`src/rtl/fetch_sequencer_pkg.sv`:
```
// Shared types and default constants for the fetch sequencer and its helpers.
package fetch_sequencer_pkg;

  typedef enum logic [2:0] {
    ST_IDLE  = 3'd0,
    ST_FETCH = 3'd1,
    ST_EXEC  = 3'd2,
    ST_IRQ   = 3'd3,
    ST_HALT  = 3'd4
  } state_t;

  localparam int          INSTR_W          = 16;
  localparam logic [15:0] DEF_RESET_VECTOR = 16'h0000;
  localparam logic [15:0] DEF_IRQ_VECTOR   = 16'h0010;
  localparam int          DEF_WAIT_LIMIT   = 15;

endpackage

```
`src/rtl/fetch_sequencer_if.sv`:
```
// Instruction-memory fetch bus: request/address out, acknowledge/data back.
interface fetch_sequencer_if
  import fetch_sequencer_pkg::*;
#(
  parameter int WIDTH = 16
) ();

  logic               mem_req;
  logic [WIDTH-1:0]   mem_addr;
  logic               mem_ack;
  logic [INSTR_W-1:0] mem_data;

  modport master (output mem_req, output mem_addr, input mem_ack, input mem_data);
  modport slave  (input mem_req, input mem_addr, output mem_ack, output mem_data);

endinterface

```
`src/rtl/fetch_sequencer_timeout.sv`:
```
// Counts unacknowledged fetch cycles; expire fires on the last allowed cycle
// when no ack arrives, so an ack on that same cycle still wins.
module fetch_timeout #(
  parameter int LIMIT = 15
) (
  input  logic clock,
  input  logic reset,
  input  logic active,
  input  logic ack,
  output logic expire
);

  localparam int CW = $clog2(LIMIT + 1);

  logic [CW-1:0] count;

  assign expire = active && !ack && (count == CW'(LIMIT - 1));

  always_ff @(posedge clock or negedge reset) begin
    if (!reset) begin
      count <= '0;
    end else if (!active || ack || expire) begin
      count <= '0;
    end else begin
      count <= count + CW'(1);
    end
  end

endmodule

```
`src/rtl/fetch_sequencer.sv`:
```
// Program-counter owner: sequences FETCH/EXEC per instruction, applies branch
// redirects, vectors interrupts and implements run/halt/single-step control.
module fetch_sequencer
  import fetch_sequencer_pkg::*;
#(
  parameter int               WIDTH        = 16,
  parameter logic [WIDTH-1:0] RESET_VECTOR = WIDTH'(DEF_RESET_VECTOR),
  parameter logic [WIDTH-1:0] IRQ_VECTOR   = WIDTH'(DEF_IRQ_VECTOR),
  parameter int               WAIT_LIMIT   = DEF_WAIT_LIMIT
) (
  input  logic               clock,
  input  logic               reset,
  input  logic               run,
  input  logic               step,
  input  logic               irq,
  input  logic               irq_enable,
  input  logic               branch_valid,
  input  logic [WIDTH-1:0]   branch_target,
  fetch_sequencer_if.master  mem,
  output logic [INSTR_W-1:0] instr,
  output logic               instr_valid,
  output logic [WIDTH-1:0]   pc,
  output logic [WIDTH-1:0]   return_pc,
  output logic               irq_ack,
  output logic               halted,
  output logic               fault
);

  state_t             state, state_nxt;
  logic [WIDTH-1:0]   pc_nxt, return_pc_nxt;
  logic [INSTR_W-1:0] instr_nxt;
  logic               fault_nxt;
  logic               step_pending, step_pending_nxt;
  logic               mem_req_c;
  logic               expire;

  assign mem.mem_req  = mem_req_c;
  assign mem.mem_addr = pc;

  fetch_timeout #(
    .LIMIT (WAIT_LIMIT)
  ) u_timeout (
    .clock  (clock),
    .reset  (reset),
    .active (state == ST_FETCH),
    .ack    (mem.mem_ack),
    .expire (expire)
  );

  // Control outputs decode from state so reset removes mem_req without a clock.
  always_ff @(posedge clock or negedge reset) begin
    if (!reset) begin
      state        <= ST_IDLE;
      pc           <= RESET_VECTOR;
      instr        <= '0;
      return_pc    <= '0;
      fault        <= 1'b0;
      step_pending <= 1'b0;
    end else begin
      state        <= state_nxt;
      pc           <= pc_nxt;
      instr        <= instr_nxt;
      return_pc    <= return_pc_nxt;
      fault        <= fault_nxt;
      step_pending <= step_pending_nxt;
    end
  end

  always_comb begin
    state_nxt        = state;
    pc_nxt           = pc;
    instr_nxt        = instr;
    return_pc_nxt    = return_pc;
    fault_nxt        = fault;
    step_pending_nxt = step_pending;
    mem_req_c        = 1'b0;
    instr_valid      = 1'b0;
    irq_ack          = 1'b0;
    halted           = 1'b0;

    unique case (state)
      ST_IDLE: begin
        state_nxt = run ? ST_FETCH : ST_HALT;
      end
      ST_FETCH: begin
        mem_req_c = 1'b1;
        if (mem.mem_ack) begin
          instr_nxt = mem.mem_data;
          state_nxt = ST_EXEC;
        end else if (expire) begin
          fault_nxt = 1'b1;
          state_nxt = ST_HALT;
        end
      end
      ST_EXEC: begin
        instr_valid = 1'b1;
        pc_nxt      = branch_valid ? branch_target : pc + WIDTH'(1);
        // Interrupt outranks a pending single-step; the step completes after the handler's first instruction.
        if (irq && irq_enable) begin
          state_nxt = ST_IRQ;
        end else if (step_pending) begin
          step_pending_nxt = 1'b0;
          state_nxt        = ST_HALT;
        end else if (!run) begin
          state_nxt = ST_HALT;
        end else begin
          state_nxt = ST_FETCH;
        end
      end
      ST_IRQ: begin
        irq_ack       = 1'b1;
        return_pc_nxt = pc;
        pc_nxt        = IRQ_VECTOR;
        state_nxt     = ST_FETCH;
      end
      ST_HALT: begin
        halted = 1'b1;
        if (!fault) begin
          if (step) begin
            step_pending_nxt = 1'b1;
            state_nxt        = ST_FETCH;
          end else if (run) begin
            state_nxt = ST_FETCH;
          end
        end
      end
      default: begin
        state_nxt = ST_IDLE;
      end
    endcase
  end

endmodule

```
`src/flat_wrapper.sv`:
```
// flat-port wrapper written by rule: the top's interface ports become plain ports
module fetch_sequencer_flat import fetch_sequencer_pkg::*;
#(
  parameter int               WIDTH        = 16,
  parameter logic [WIDTH-1:0] RESET_VECTOR = WIDTH'(DEF_RESET_VECTOR),
  parameter logic [WIDTH-1:0] IRQ_VECTOR   = WIDTH'(DEF_IRQ_VECTOR),
  parameter int               WAIT_LIMIT   = DEF_WAIT_LIMIT
)
  (clock, reset, run, step, irq, irq_enable, branch_valid, branch_target, instr, instr_valid, pc, return_pc, irq_ack, halted, fault, mem_mem_req, mem_mem_addr, mem_mem_ack, mem_mem_data);
  fetch_sequencer_if #(.WIDTH(WIDTH)) mem_i ();
  input  logic clock;
  input  logic reset;
  input  logic run;
  input  logic step;
  input  logic irq;
  input  logic irq_enable;
  input  logic branch_valid;
  input  logic [WIDTH-1:0] branch_target;
  output logic [INSTR_W-1:0] instr;
  output logic instr_valid;
  output logic [WIDTH-1:0] pc;
  output logic [WIDTH-1:0] return_pc;
  output logic irq_ack;
  output logic halted;
  output logic fault;
  output wire logic [$bits(mem_i.mem_req)-1:0] mem_mem_req;
  output wire logic [$bits(mem_i.mem_addr)-1:0] mem_mem_addr;
  input wire logic [$bits(mem_i.mem_ack)-1:0] mem_mem_ack;
  input wire logic [$bits(mem_i.mem_data)-1:0] mem_mem_data;
  assign mem_mem_req = mem_i.mem_req;
  assign mem_mem_addr = mem_i.mem_addr;
  assign mem_i.mem_ack = mem_mem_ack;
  assign mem_i.mem_data = mem_mem_data;
  fetch_sequencer #(.WIDTH(WIDTH), .RESET_VECTOR(RESET_VECTOR), .IRQ_VECTOR(IRQ_VECTOR), .WAIT_LIMIT(WAIT_LIMIT)) u_core (.clock(clock), .reset(reset), .run(run), .step(step), .irq(irq), .irq_enable(irq_enable), .branch_valid(branch_valid), .branch_target(branch_target), .mem(mem_i), .instr(instr), .instr_valid(instr_valid), .pc(pc), .return_pc(return_pc), .irq_ack(irq_ack), .halted(halted), .fault(fault));
endmodule
```
`config.mk`:
```
export PLATFORM = sky130hd
export DESIGN_NAME = fetch_sequencer_flat
export DESIGN_NICKNAME = d
export VERILOG_FILES = /design/src/rtl/fetch_sequencer_pkg.sv /design/src/rtl/fetch_sequencer_if.sv /design/src/rtl/fetch_sequencer_timeout.sv /design/src/rtl/fetch_sequencer.sv /design/src/flat_wrapper.sv
export SDC_FILE = /design/constraint.sdc
export NUM_CORES = 1
export LEC_CHECK = 0
export ABC_CLOCK_PERIOD_IN_PS = 1700
export CAP_MARGIN = 20
export CORE_MARGIN = 1
export CORE_UTILIZATION = 54
export CTS_BUF_LIST = sky130_fd_sc_hd__clkbuf_2 sky130_fd_sc_hd__clkbuf_4 sky130_fd_sc_hd__clkbuf_8
export DETAILED_ROUTE_END_ITERATION = 7
export DONT_BUFFER_PORTS = 1
export PLACE_DENSITY_LB_ADDON = 0.12
export SYNTH_ARGS = -nofsm -noshare
export SYNTH_HDL_FRONTEND = slang
export SYNTH_SLANG_ARGS = --single-unit
```
`constraint.sdc`:
```
create_clock -name clock -period 1.7 [get_ports clock]
set_input_delay 0.255 -clock clock [delete_from_list [all_inputs] [get_ports clock]]
set_output_delay 0.255 -clock clock [all_outputs]
set_load 0.01 [all_outputs]
```
==> impl_results.md <==
- Clock power share: about a quarter
- Worst setup SP type: flip-flop
- Simple-gate portion of the synthesized area: between 10% and 20%
- Status: complete, no violations
- Antenna violation net count after detailed routing: 0
- Netlist cell types: 48
- Starting DRT DRC Count: approximately 160
- Register share of total power: a little over two fifths
- Post-synthesis xor/xnor area fraction: 0.629%
- TritonCTS clock tree: built
- Diodes inserted: 0
- CP Capture Type: output port
- Most frequent cells in the layout: dfrtp_1 (54), buf_4 (31), nand2_1 (22)
- Die Y: 73.8 µm
- Internal power: 3.65 mW
- Mux cell area share after synthesis: a little over an eighth
- Post-synth EDFFs: 0
- Sequential share of the synthesized area: between 50% and 60%
- Number of global-route vias before repair: approximately 2.1k
- Die ar.: around 5400 µm²
- Final instance area: roughly 3200 µm²
- Synth Warn #: 0
- Layout cells sized above 1: between 20% and 30%
- Period Utilization, post-route: roughly 97%
- Largest net degree at the start of global routing: a little under 60
- Slew HR: around three quarters
- Clock slew at reported path FFs: roughly 0.070 ns
- Combinational Power Share: between 30% and 40%
- Vias per inst: between 6 and 7
- Clock Latency Late Sink: approximately 0.34 ns
- Io pins: 109
- DRT Pass-1 Iters: 4
- Most used routing layer: met2
- RePlAce Congestion: between 0.8 and 0.9
- Fin. Hold Viols: 0
- Final Power: 5.82 mW
- Die W: around 74 µm
- Slew Limit Fails: 0
- Clock tree sinks: between 50 and 60
- RSZ-0062 raised after global routing: no
- Switch share: between 30% and 40%
- Mapped Avg Cell Area: about 11 µm²
- Worst-Margin Slew: about 0.37 ns
- Placeable core area: just under 5000 µm²
- Main flop type after synthesis: dfrtp_1
- Layout Utilization: between 60% and 70%
- First-pass GRT wire length: 9860 µm
- Clock H-tree levels: 3
- Routed wire length per instance: between 15 and 20 µm
- Peak Freq: slightly above 0.6 GHz
- Setup CP Type: flip-flop to output port
- Period minus WS final: ~1.6 ns
- Maximum vdd drop: ~1.1 mV
- Final setup viols: 0
- Root Buffer: clkbuf_8
- Cells after Synth: 257
- Port bufs: 0
- Synth Area in Adders: approximately 1.3%
- Multi-input gate area: around 1200 µm²
- Hold Crit Class: input pin to flip-flop
- P&R area growth vs syn: 15.7%
- Grt total ovfl: 0
- Detailed placement HPWL: ~4300 µm
- Initial antenna violation count: 0
- Crit path DAT: between 1 and 1.5 ns
- CTS buffer count: 9
- Commonest non-fill, non-tap cell in the layout: dfrtp_1
- # rows: 25
- Nets@finish: between 300 and 400
- Met2 Use GR: roughly two fifths
- DRT Wirelength: ~6400 µm
- Power density over the cells: approximately 1800 nW/µm²
- Compound-gate portion of the synthesized area: 12.1%
- Number of synthesized register bits: between 50 and 60
- Max cap viols: 0
- Met1 usage: 30.3%
- Post-synthesis cell area: about 2800 µm²
- Largest family of logic cells by synthesized area: simple AND/OR/NAND/NOR gates
- Share of flip-flops with an asynchronous set or reset: between 90% and 100%
- Flip-flop and latch area: 1430 µm²
- Synth Net Count: 300
- Initial core utilization: between 50% and 60%
- TNS Setup: 0 ns
- Net Sw Power: ~2.2 mW
- Vias: 2101
- Met3 usage: slightly below 9%
- DRC: 0
- Crit path max fanout: 8
- Fin Clk Skew: slightly below 0.005 ns
- Area after DPL: roughly 2900 µm²
- Worst path required time: roughly 1.4 ns
- Fillers: between 300 and 400
- Leakage power: between 1 and 1.5 nW
- Longest Clk Path Bufs: 2
- All-Layer GR Usage: about a quarter
-- registers in the layout (all words and copies together), names as in the netlist --
| name | cells |
|---|---|
| u_core.instr | 16 |
| u_core.mem.mem_addr | 16 |
| u_core.return_pc | 16 |
| u_core.u_timeout.count | 4 |
| u_core.state | 3 |
| u_core.fault | 1 |
| u_core.step_pending | 1 |
-- power by group through the flow --
stage / Sequential, mW / Clock (mW) / Combinational [mW]
finish: 2.54 / 1.38 / 1.90
global route: 2.63 / 1.46 / 2.08
CTS: 2.56 / 1.40 / 1.86
detailed placement: 2.56 / 0 / 1.80
global placement: 2.55 / 0 / 1.75
floorplan: 2.61 / 0 / 1.28
-- cell type report --
type	count	share of cell area [%]
well taps	67	2.60
clock buffers	10	4.08
repair buffers	34	9.01
inverters	6	0.777
multi-input cells	166	36.6
clock inverters	6	2.56
flip-flops and latches	57	44.4
-- metal layers --
layer / vias up / share of wire, %
li1: 959 / -
met5: - / 0
met4: 0 / 1.8
met1: 1035 / 42
met2: 98 / 47
met3: 9 / 9.4
-- cells in the mapped netlist (4+ instances only) --
library cell / instances / area, µm²
a22oi_1: 4 / 30.0
mux2_2: 17 / 191
buf_2: 5 / 25.0
clkbuf_1: 5 / 18.8
dfrtp_1: 57 / 1430
nor4_1: 9 / 56.3
nand3_1: 10 / 50.1
nand2_1: 22 / 82.6
nor3_1: 7 / 35.0
a21oi_1: 10 / 50.1
o21ai_0: 11 / 55.1
inv_1: 5 / 18.8
o21ai_1: 4 / 20.0
a32oi_1: 4 / 35.0
mux2_1: 16 / 180
nor2_1: 11 / 41.3
buf_4: 17 / 128
-- worst paths after layout --
check                                           from                        end  slack (ns)  cells after the start
hold reg to reg            u_core.u_timeout.count[0]  u_core.u_timeout.count[0]        0.49                      1
max in group asynchronous                      reset            u_core.state[1]        0.97                      2
setup reg to reg              u_core.mem.mem_addr[1]    u_core.mem.mem_addr[13]        0.15                      5
setup / recovery                     u_core.state[2]                instr_valid        0.05                      3
min in group asynchronous                      reset     u_core.mem.mem_addr[5]        0.45                      2
hold / removal                       mem_mem_data[9]            u_core.instr[9]        0.05                      1
-- kinds of logic after synthesis --
logic type,count (synthesis)
simple gates,76
flops,57
compound gates,51
buf+inv,34
mux,34
fa+ha+maj,3
xor+xnor,2
-- repair_timing --
action                     CTS  global route
resized for setup            6             3
pin swaps                    0             1
hold buffers                 2             0
setup endpoints to repair    2             3
setup buffers                1             1
hold endpoints to repair    57             0
-- per-stage QoR --
stage	instances	hold WS, ns	setup slack (ns)
2_1_floorplan	257	-0.0406	0.0173
3_3_place_gp	326	-0.0396	0.129
3_5_place_dp	326	-0.0394	0.0335
4_1_cts	345	0.0372	-0.00287
5_1_grt	346	0.0323	0.00121
6_report	346	0.0492	0.0501
-- worst max-delay path: stages, from the launching register on --
cell and delay [ns]:
dfrtp_2 0.47, or3b_4 0.41, inv_4 0.07, buf_4 0.11
Note: power is estimated with default switching activity, not from simulation.
